### src/rtl/razor_error_ctrl.sv
// Razor timing-error receiver: turns per-stage error flags into a restore/stall
// recovery sequence and nudges the operating level from the windowed error rate.
module razor_error_ctrl #(
  parameter int N_ERR      = 8,
  parameter int REPLAY_CYC = 2,
  parameter int WIN_LEN    = 1024,
  parameter int HI_TH      = 4,
  parameter int LO_TH      = 0,
  parameter int VW         = 4,
  parameter int V_INIT     = 8,
  parameter int V_MIN      = 0,
  parameter int V_MAX      = 15
) (
  input  logic             Clock,
  input  logic             nReset,
  input  logic             Enable,
  input  logic [N_ERR-1:0] Error_in,
  output logic             Stall,
  output logic             Restore,
  output logic [VW-1:0]    Vlevel,
  output logic             Vchange,
  output logic [15:0]      Err_total,
  output logic [7:0]       Win_err
);

  localparam int              WCW       = $clog2(WIN_LEN);
  localparam logic [WCW-1:0]  WIN_LAST  = WCW'(WIN_LEN - 1);
  localparam logic [3:0]      REPLAY_LD = 4'(REPLAY_CYC - 1);
  localparam logic [7:0]      HI_TH_C   = 8'(HI_TH);
  localparam logic [7:0]      LO_TH_C   = 8'(LO_TH);
  localparam logic [VW-1:0]   VMIN_C    = VW'(V_MIN);
  localparam logic [VW-1:0]   VMAX_C    = VW'(V_MAX);
  localparam logic [VW-1:0]   VINIT_C   = VW'(V_INIT);

  typedef enum logic {RUN, RECOVER} state_t;

  state_t         state, state_nxt;
  logic [3:0]     stall_cnt, stall_cnt_nxt;
  logic           stall_nxt, restore_nxt;
  logic           err_ev, win_end;
  logic [WCW-1:0] win_cnt;
  logic [VW-1:0]  vlevel_nxt;
  logic           vchange_nxt;
  logic [7:0]     win_err_nxt;

  function automatic logic [15:0] sat_inc16(input logic [15:0] v);
    return (v == 16'hFFFF) ? v : v + 16'd1;
  endfunction

  function automatic logic [7:0] sat_inc8(input logic [7:0] v);
    return (v == 8'hFF) ? v : v + 8'd1;
  endfunction

  // Flags are only looked at in RUN, which masks them during and at the end of a stall.
  assign err_ev  = (state == RUN) && (|Error_in);
  assign win_end = Enable && (win_cnt == WIN_LAST);

  always_comb begin
    state_nxt     = state;
    stall_cnt_nxt = stall_cnt;
    stall_nxt     = Stall;
    restore_nxt   = 1'b0;
    case (state)
      RUN: begin
        if (err_ev) begin
          state_nxt     = RECOVER;
          stall_nxt     = 1'b1;
          restore_nxt   = 1'b1;
          stall_cnt_nxt = REPLAY_LD;
        end
      end
      RECOVER: begin
        if (stall_cnt == 4'd0) begin
          state_nxt = RUN;
          stall_nxt = 1'b0;
        end else begin
          stall_cnt_nxt = stall_cnt - 4'd1;
        end
      end
      default: state_nxt = RUN;
    endcase
  end

  // Level decision uses the window count before any same-cycle error event.
  always_comb begin
    vlevel_nxt  = Vlevel;
    vchange_nxt = 1'b0;
    win_err_nxt = err_ev ? sat_inc8(Win_err) : Win_err;
    if (win_end) begin
      win_err_nxt = err_ev ? 8'd1 : 8'd0;
      if (Win_err >= HI_TH_C && Vlevel < VMAX_C) begin
        vlevel_nxt  = Vlevel + VW'(1);
        vchange_nxt = 1'b1;
      end else if (Win_err <= LO_TH_C && Vlevel > VMIN_C) begin
        vlevel_nxt  = Vlevel - VW'(1);
        vchange_nxt = 1'b1;
      end
    end
  end

  always_ff @(posedge Clock or negedge nReset) begin
    if (!nReset) begin
      state     <= RUN;
      stall_cnt <= 4'd0;
      Stall     <= 1'b0;
      Restore   <= 1'b0;
      Vlevel    <= VINIT_C;
      Vchange   <= 1'b0;
      Err_total <= 16'd0;
      Win_err   <= 8'd0;
      win_cnt   <= '0;
    end else begin
      state     <= state_nxt;
      stall_cnt <= stall_cnt_nxt;
      Stall     <= stall_nxt;
      Restore   <= restore_nxt;
      Vlevel    <= vlevel_nxt;
      Vchange   <= vchange_nxt;
      Win_err   <= win_err_nxt;
      if (err_ev)
        Err_total <= sat_inc16(Err_total);
      if (Enable)
        win_cnt <= win_end ? '0 : win_cnt + WCW'(1);
    end
  end

endmodule

### config.mk
export PLATFORM = sky130hd
export DESIGN_NAME = razor_error_ctrl
export DESIGN_NICKNAME = d
export VERILOG_FILES = /design/src/rtl/razor_error_ctrl.sv
export SDC_FILE = /design/constraint.sdc
export NUM_CORES = 1
export LEC_CHECK = 0
export CORE_ASPECT_RATIO = 0.75
export CORE_MARGIN = 2
export CORE_UTILIZATION = 45
export CTS_CLUSTER_DIAMETER = 150
export DETAILED_ROUTE_END_ITERATION = 10
export HOLD_SLACK_MARGIN = 0.12
export PLACE_DENSITY_LB_ADDON = 0.15
export SETUP_SLACK_MARGIN = 0.15
export SLEW_MARGIN = 5
export SYNTH_ARGS = -nofsm -noshare
export SYNTH_HDL_FRONTEND = slang
export SYNTH_SLANG_ARGS = --single-unit
### constraint.sdc
create_clock -name Clock -period 3.1 [get_ports Clock]
set_input_delay 0.31 -clock Clock [delete_from_list [all_inputs] [get_ports Clock]]
set_output_delay 0.31 -clock Clock [all_outputs]
set_load 0.05 [all_outputs]
### Word level (Yosys, flattened, before mapping)

Cells that the tools add are included.

* output and inout bits: 31
* word-level logic and storage cells: 61
* input port bits: 11
* register bits after elaboration: 46

* magnitude comparators: 4
* equality and inequality tests: 7
* add/sub/neg operators: 6
* reduce and logical (&&, ||, !) cells: 13
* bitwise gates (word level): 2
* multiplexer cells: 20

Operators by type and width (number)
* $mux 8: 3
* $add 16x1->16 const B: 1
* $eq 16x16->1 const B: 1
* $mux 4: 4
* $add 10x1->10 const B: 1
* $eq 10x10->1 const B: 1
* $mux 10: 1
* $reduce_and 2->1: 5
* $mux 1: 9
* $add 8x1->8 const B: 1
* $eq 8x8->1 const B: 1
* $ge 8x3->1 const B: 1
* $le 8x1->1 const B: 1
* $pmux 4 s2: 1
* $reduce_or 8->1: 1
* $sub 4x1->4 const B: 2
* $ne 2x2->1 const B: 3
* $add 4x1->4 const B: 1
* $gt 4x1->1 const B: 1
* $logic_and 1x1->1: 4
* $logic_not 4->1: 1
* $lt 4x4->1 const B: 1
* $pmux 1 s2: 2
* $reduce_bool 2->1: 2
* other kinds (2): 3

### Logic depth before layout (Yosys ltp)

* word-level depth: 5
* mapped depth: 8
* gate-level depth less buffers: 8

### Worst setup path before layout

OpenSTA, ideal clock, no wires.

* kind: register to register
* from: reg Win_err[7]
* to: reg Vlevel[3]
* clock period less this slack: 2681 ps
* path slack: 419 ps
* library setup time: 89 ps
* required time: 3011 ps
* stages on the path, launching flop included: 9
* arrival time: 2592 ps
* path buffers: 0
* cells stage by stage: dfrtp_1 or4_4 o31ai_2 ha_1 a21o_1 a21oi_1 xnor2_1 nand2_1 xnor2_1

* cells in the longest elaborated chain, start to end: 4
* elaborated cells on any way between the ends: 7
* classes of those cells: order compare (2); mux (1); reduce/logical (4)

Ends and longest elaborated chain
* start: declaration: line 23 `output logic [7:0] Win_err`
* start signal: assignment: line 119 `Win_err <= win_err_nxt;`
* $ge 8x3->1 or $le 8x1->1 (tied branches): line 91, 94
* $logic_and 1x1->1, on equally long branches: line 91, 94
* $reduce_bool 2->1 (no line)
* $reduce_and 2->1 (no line)
* end signal: assignment: line 117 `Vlevel <= vlevel_nxt;`
* end: declaration: line 20 `output logic [VW-1:0] Vlevel,`

Parallel ways exist; a longest one is shown, timed or not.
A chain may end at the register's enable or synchronous reset.

### Worst setup path in the final report

Same ends and word-level chain as after synthesis.

==> qor.csv <==
stage,metric,value,unit
sta,hold_viol_final,0,
setup_path,crit_type,reg2reg,
floorplan,rows,22,
finish,area_growth_syn_to_layout,25.8,%
logic_synthesis,syn_avg_cell_area,10.6,sq um
setup_path,rrSetupSlack,790,ps
clock_tree,cts_sinks,46,
grt,overflow,0,
logic_synthesis,synth_area,0.00226,sq mm
sta,worstMarginPinSlew,965,ps
finish,nNetsFinal,281,
logic_synthesis,yosysTopAreaCell,dfrtp_1,
grt,grt_pass1_wl,7.16,mm
min_path,hp-class,in2async,
floorplan,die_y,65.4,um
clock_tree,postCtsHoldBufs,0,
sta,max_freq,0.433,GHz
logic_synthesis,synth_area_leaders,"dfrtp_1, xnor2_1, ha_1, nand4_1, nand3_1",
sta,finalCritPeriodShare,0.745,
finish,final_core_util,0.584,
setup_path,critPathLaunchType,flip-flop,
run,max_cap_violations,0,
placed_design,place_area,0.00275,sq mm
logic_synthesis,yosysTopAreaCellShare,0.498,
finish,final_cell_area,0.00284,sq mm
pwr,power_leakage,1.22,nW
floorplan,start_util,0.464,
finish,n_fill_cell,419,
drt,dr.pass1.iters,9,
logic_synthesis,synth_edf_count,0,
logic_synthesis,async_reset_ff_frac,1.00,
setup_path,worstPathMaxFanout,6,
setup_path,required,3330,ps
clock_tree,clock-root-buffer,clkbuf_8,
sta,fin_tns_setup,0,ps
placed_design,gp_congestion,0.818,
drt,drt_iter0_markers,83,
setup_path,rr_startpoint,Win_err[7]$_DFFE_PN0P_,
logic_synthesis,synth.yosys.seq_area_share,0.510,
finish,drive_above_1_share,0.0878,
drt,viasPerCell,5.18,
logic_synthesis,synthDistinctLibCells,37,
placed_design,port_buffers,41,
floorplan,core_area,0.00487,sq mm
floorplan,die_w,85.8,um
logic_synthesis,synthCells,213,
clock_tree,clkLatencyLatePin,300,ps
pwr,irDropWorstVdd,0.000562,V
grt,grt_pass1_vias,1524,
drt,dr_total_vias,1669,
floorplan,die_area,0.00561,sq mm
setup_path,r2r_end,Vlevel[3]$_DFFE_PN1P_,
pwr,powerDensity,805,mW/mm^2
setup_path,cp-end-kind,flip-flop,
clock_tree,cts_made_buffers,5,
clock_tree,tritoncts,yes,
logic_synthesis,ys_ff_latch,46,
setup_path,cp.arrival,2550,ps
logic_synthesis,synth_flop_cell,dfrtp_1,
clock_tree,postCtsResizedCells,0,
run_status,status,"complete, but fails checks",
sta,max_slew_margin,0.357,
setup_path,reg2regPathDepth,9,
clock_tree,htree_levels,2,
finish,fin_cells,322,
grt,antenna_found_initial,0,
drt,avgRoutedWirePerCell,13.0,um
run_status,violations,DRC,
sta,hold_ws,166,ps
drt,wirelength,4.19,mm
clock_tree,post_cts_buffers,0,
sta,layout_min_cycle_time,2310,ps
clock_tree,cts.path.max_buffers,2,
sta,setup_violations,0,
clock_tree,path_clk_slew,90,ps
placed_design,hpwl,2.95,mm
sta,finClkSkew,8.84,ps
logic_synthesis,synth_nets,233,
logic_synthesis,yosys_warnings,0,
finish,n_antenna_cell,0,
placed_design,placed_cells,314,
sta,drv_slew,0,
floorplan,num_io_pins,42,
grt,grt_use_total,0.167,
sta,rsz0062_at_grt,false,
drt,ant_nets,0,
drt,drc,5,
grt,grt_max_degree,47,
cell families (layout without fill, tap and decap cells):
group / count (synthesis) / in the layout / share of synthesized area
mux: 3 / 3 / 0.0166
simple gates: 85 / 85 / 0.200
compound gates: 28 / 28 / 0.0841
xor+xnor: 30 / 30 / 0.116
flops: 46 / 46 / 0.510
buf+inv: 12 / 61 / 0.0199
fa+ha+maj: 9 / 9 / 0.0531
metal layers:
layer / share of wire / GRT usage
met2: 0.39 / 0.229
met5: 0 / 0
met4: 0.014 / 0.0595
met1: 0.55 / 0.252
met3: 0.050 / 0.0440
worst max-delay path by stage:
stage	to	start	cells past startpoint	slack [ps]
final	Vlevel[3]$_DFFE_PN1P_	Win_err[7]$_DFFE_PN0P_	9	790
after global routing	Vlevel[3]$_DFFE_PN1P_	Win_err[6]$_DFFE_PN0P_	9	640
after CTS	Vlevel[3]$_DFFE_PN1P_	Win_err[7]$_DFFE_PN0P_	9	770
after detailed placement	Vlevel[3]$_DFFE_PN1P_	Win_err[7]$_DFFE_PN0P_	9	790
after global placement	Vlevel[3]$_DFFE_PN1P_	Win_err[7]$_DFFE_PN0P_	9	810
after floorplan	Vlevel[3]$_DFFE_PN1P_	Win_err[7]$_DFFE_PN0P_	8	420
synth_stat cells (3+ instances only):
library cell	number
ha_1	8
o21ai_0	3
xor2_1	8
nor2_1	18
clkbuf_1	3
nor3_1	4
a21oi_1	11
nand2_1	18
a31oi_1	3
xnor2_1	22
dfrtp_1	45
and3_1	5
inv_1	9
nand3_1	15
nand4_1	13
cells in the final DEF, fill, tap and decap left out, types with 2 or more instances in the layout:
master,instances
mux2_2,2
a31oi_1,3
nor2_1,18
xnor2_1,22
and3_1,5
inv_1,9
a31o_2,2
ha_1,8
dfrtp_1,45
clkbuf_8,6
nor4_1,2
xor2_1,8
nand4_1,13
and4_1,2
a21oi_1,11
buf_4,3
nor3_1,4
nand3_1,15
or4_4,2
o21ai_0,3
clkdlybuf4s50_1,40
o22ai_1,2
nand2_1,18
stage by stage:
step	worst slack, ps	power (mW)
3_3_place_gp	812	1.92
3_5_place_dp	785	1.93
6_report	789	2.29
4_1_cts	766	2.32
5_1_grt	644	2.46
2_1_floorplan	419	1.62
worst max-delay path: stages (launching register included):
cell	delay (ps)
dfrtp_1	440
or4_4	540
o31ai_2	180
buf_4	180
ha_1	230
a21o_1	170
a21oi_1	160
xnor2_1	130
nand2_1	80
xnor2_1	140
report_power, final:
part	switching [mW]	total (mW)	internal, mW
Sequential	0.178	0.932	0.754
Clock	0.195	0.375	0.180
Combinational	0.596	0.982	0.386
sequential cells by signal (all words and copies together), names as in the netlist:
signal,flops
Err_total,16
Restore,1
Stall,1
Vchange,1
Vlevel,4
Win_err,8
stall_cnt,4
state,1
win_cnt,10
area by class of cell:
cell class | count | area [sq um] | share of cell area
Inverter | 9 | 33.8 | 0.0119
Timing Repair Buffer | 44 | 428 | 0.150
Multi-Input combinational cell | 155 | 1060 | 0.374
Sequential cell | 46 | 1150 | 0.405
Clock buffer | 7 | 86.3 | 0.0304
Tap cell | 60 | 75.1 | 0.0264
Clock inverter | 1 | 5.00 | 0.00176
Note: power is estimated with default switching activity, not from simulation.
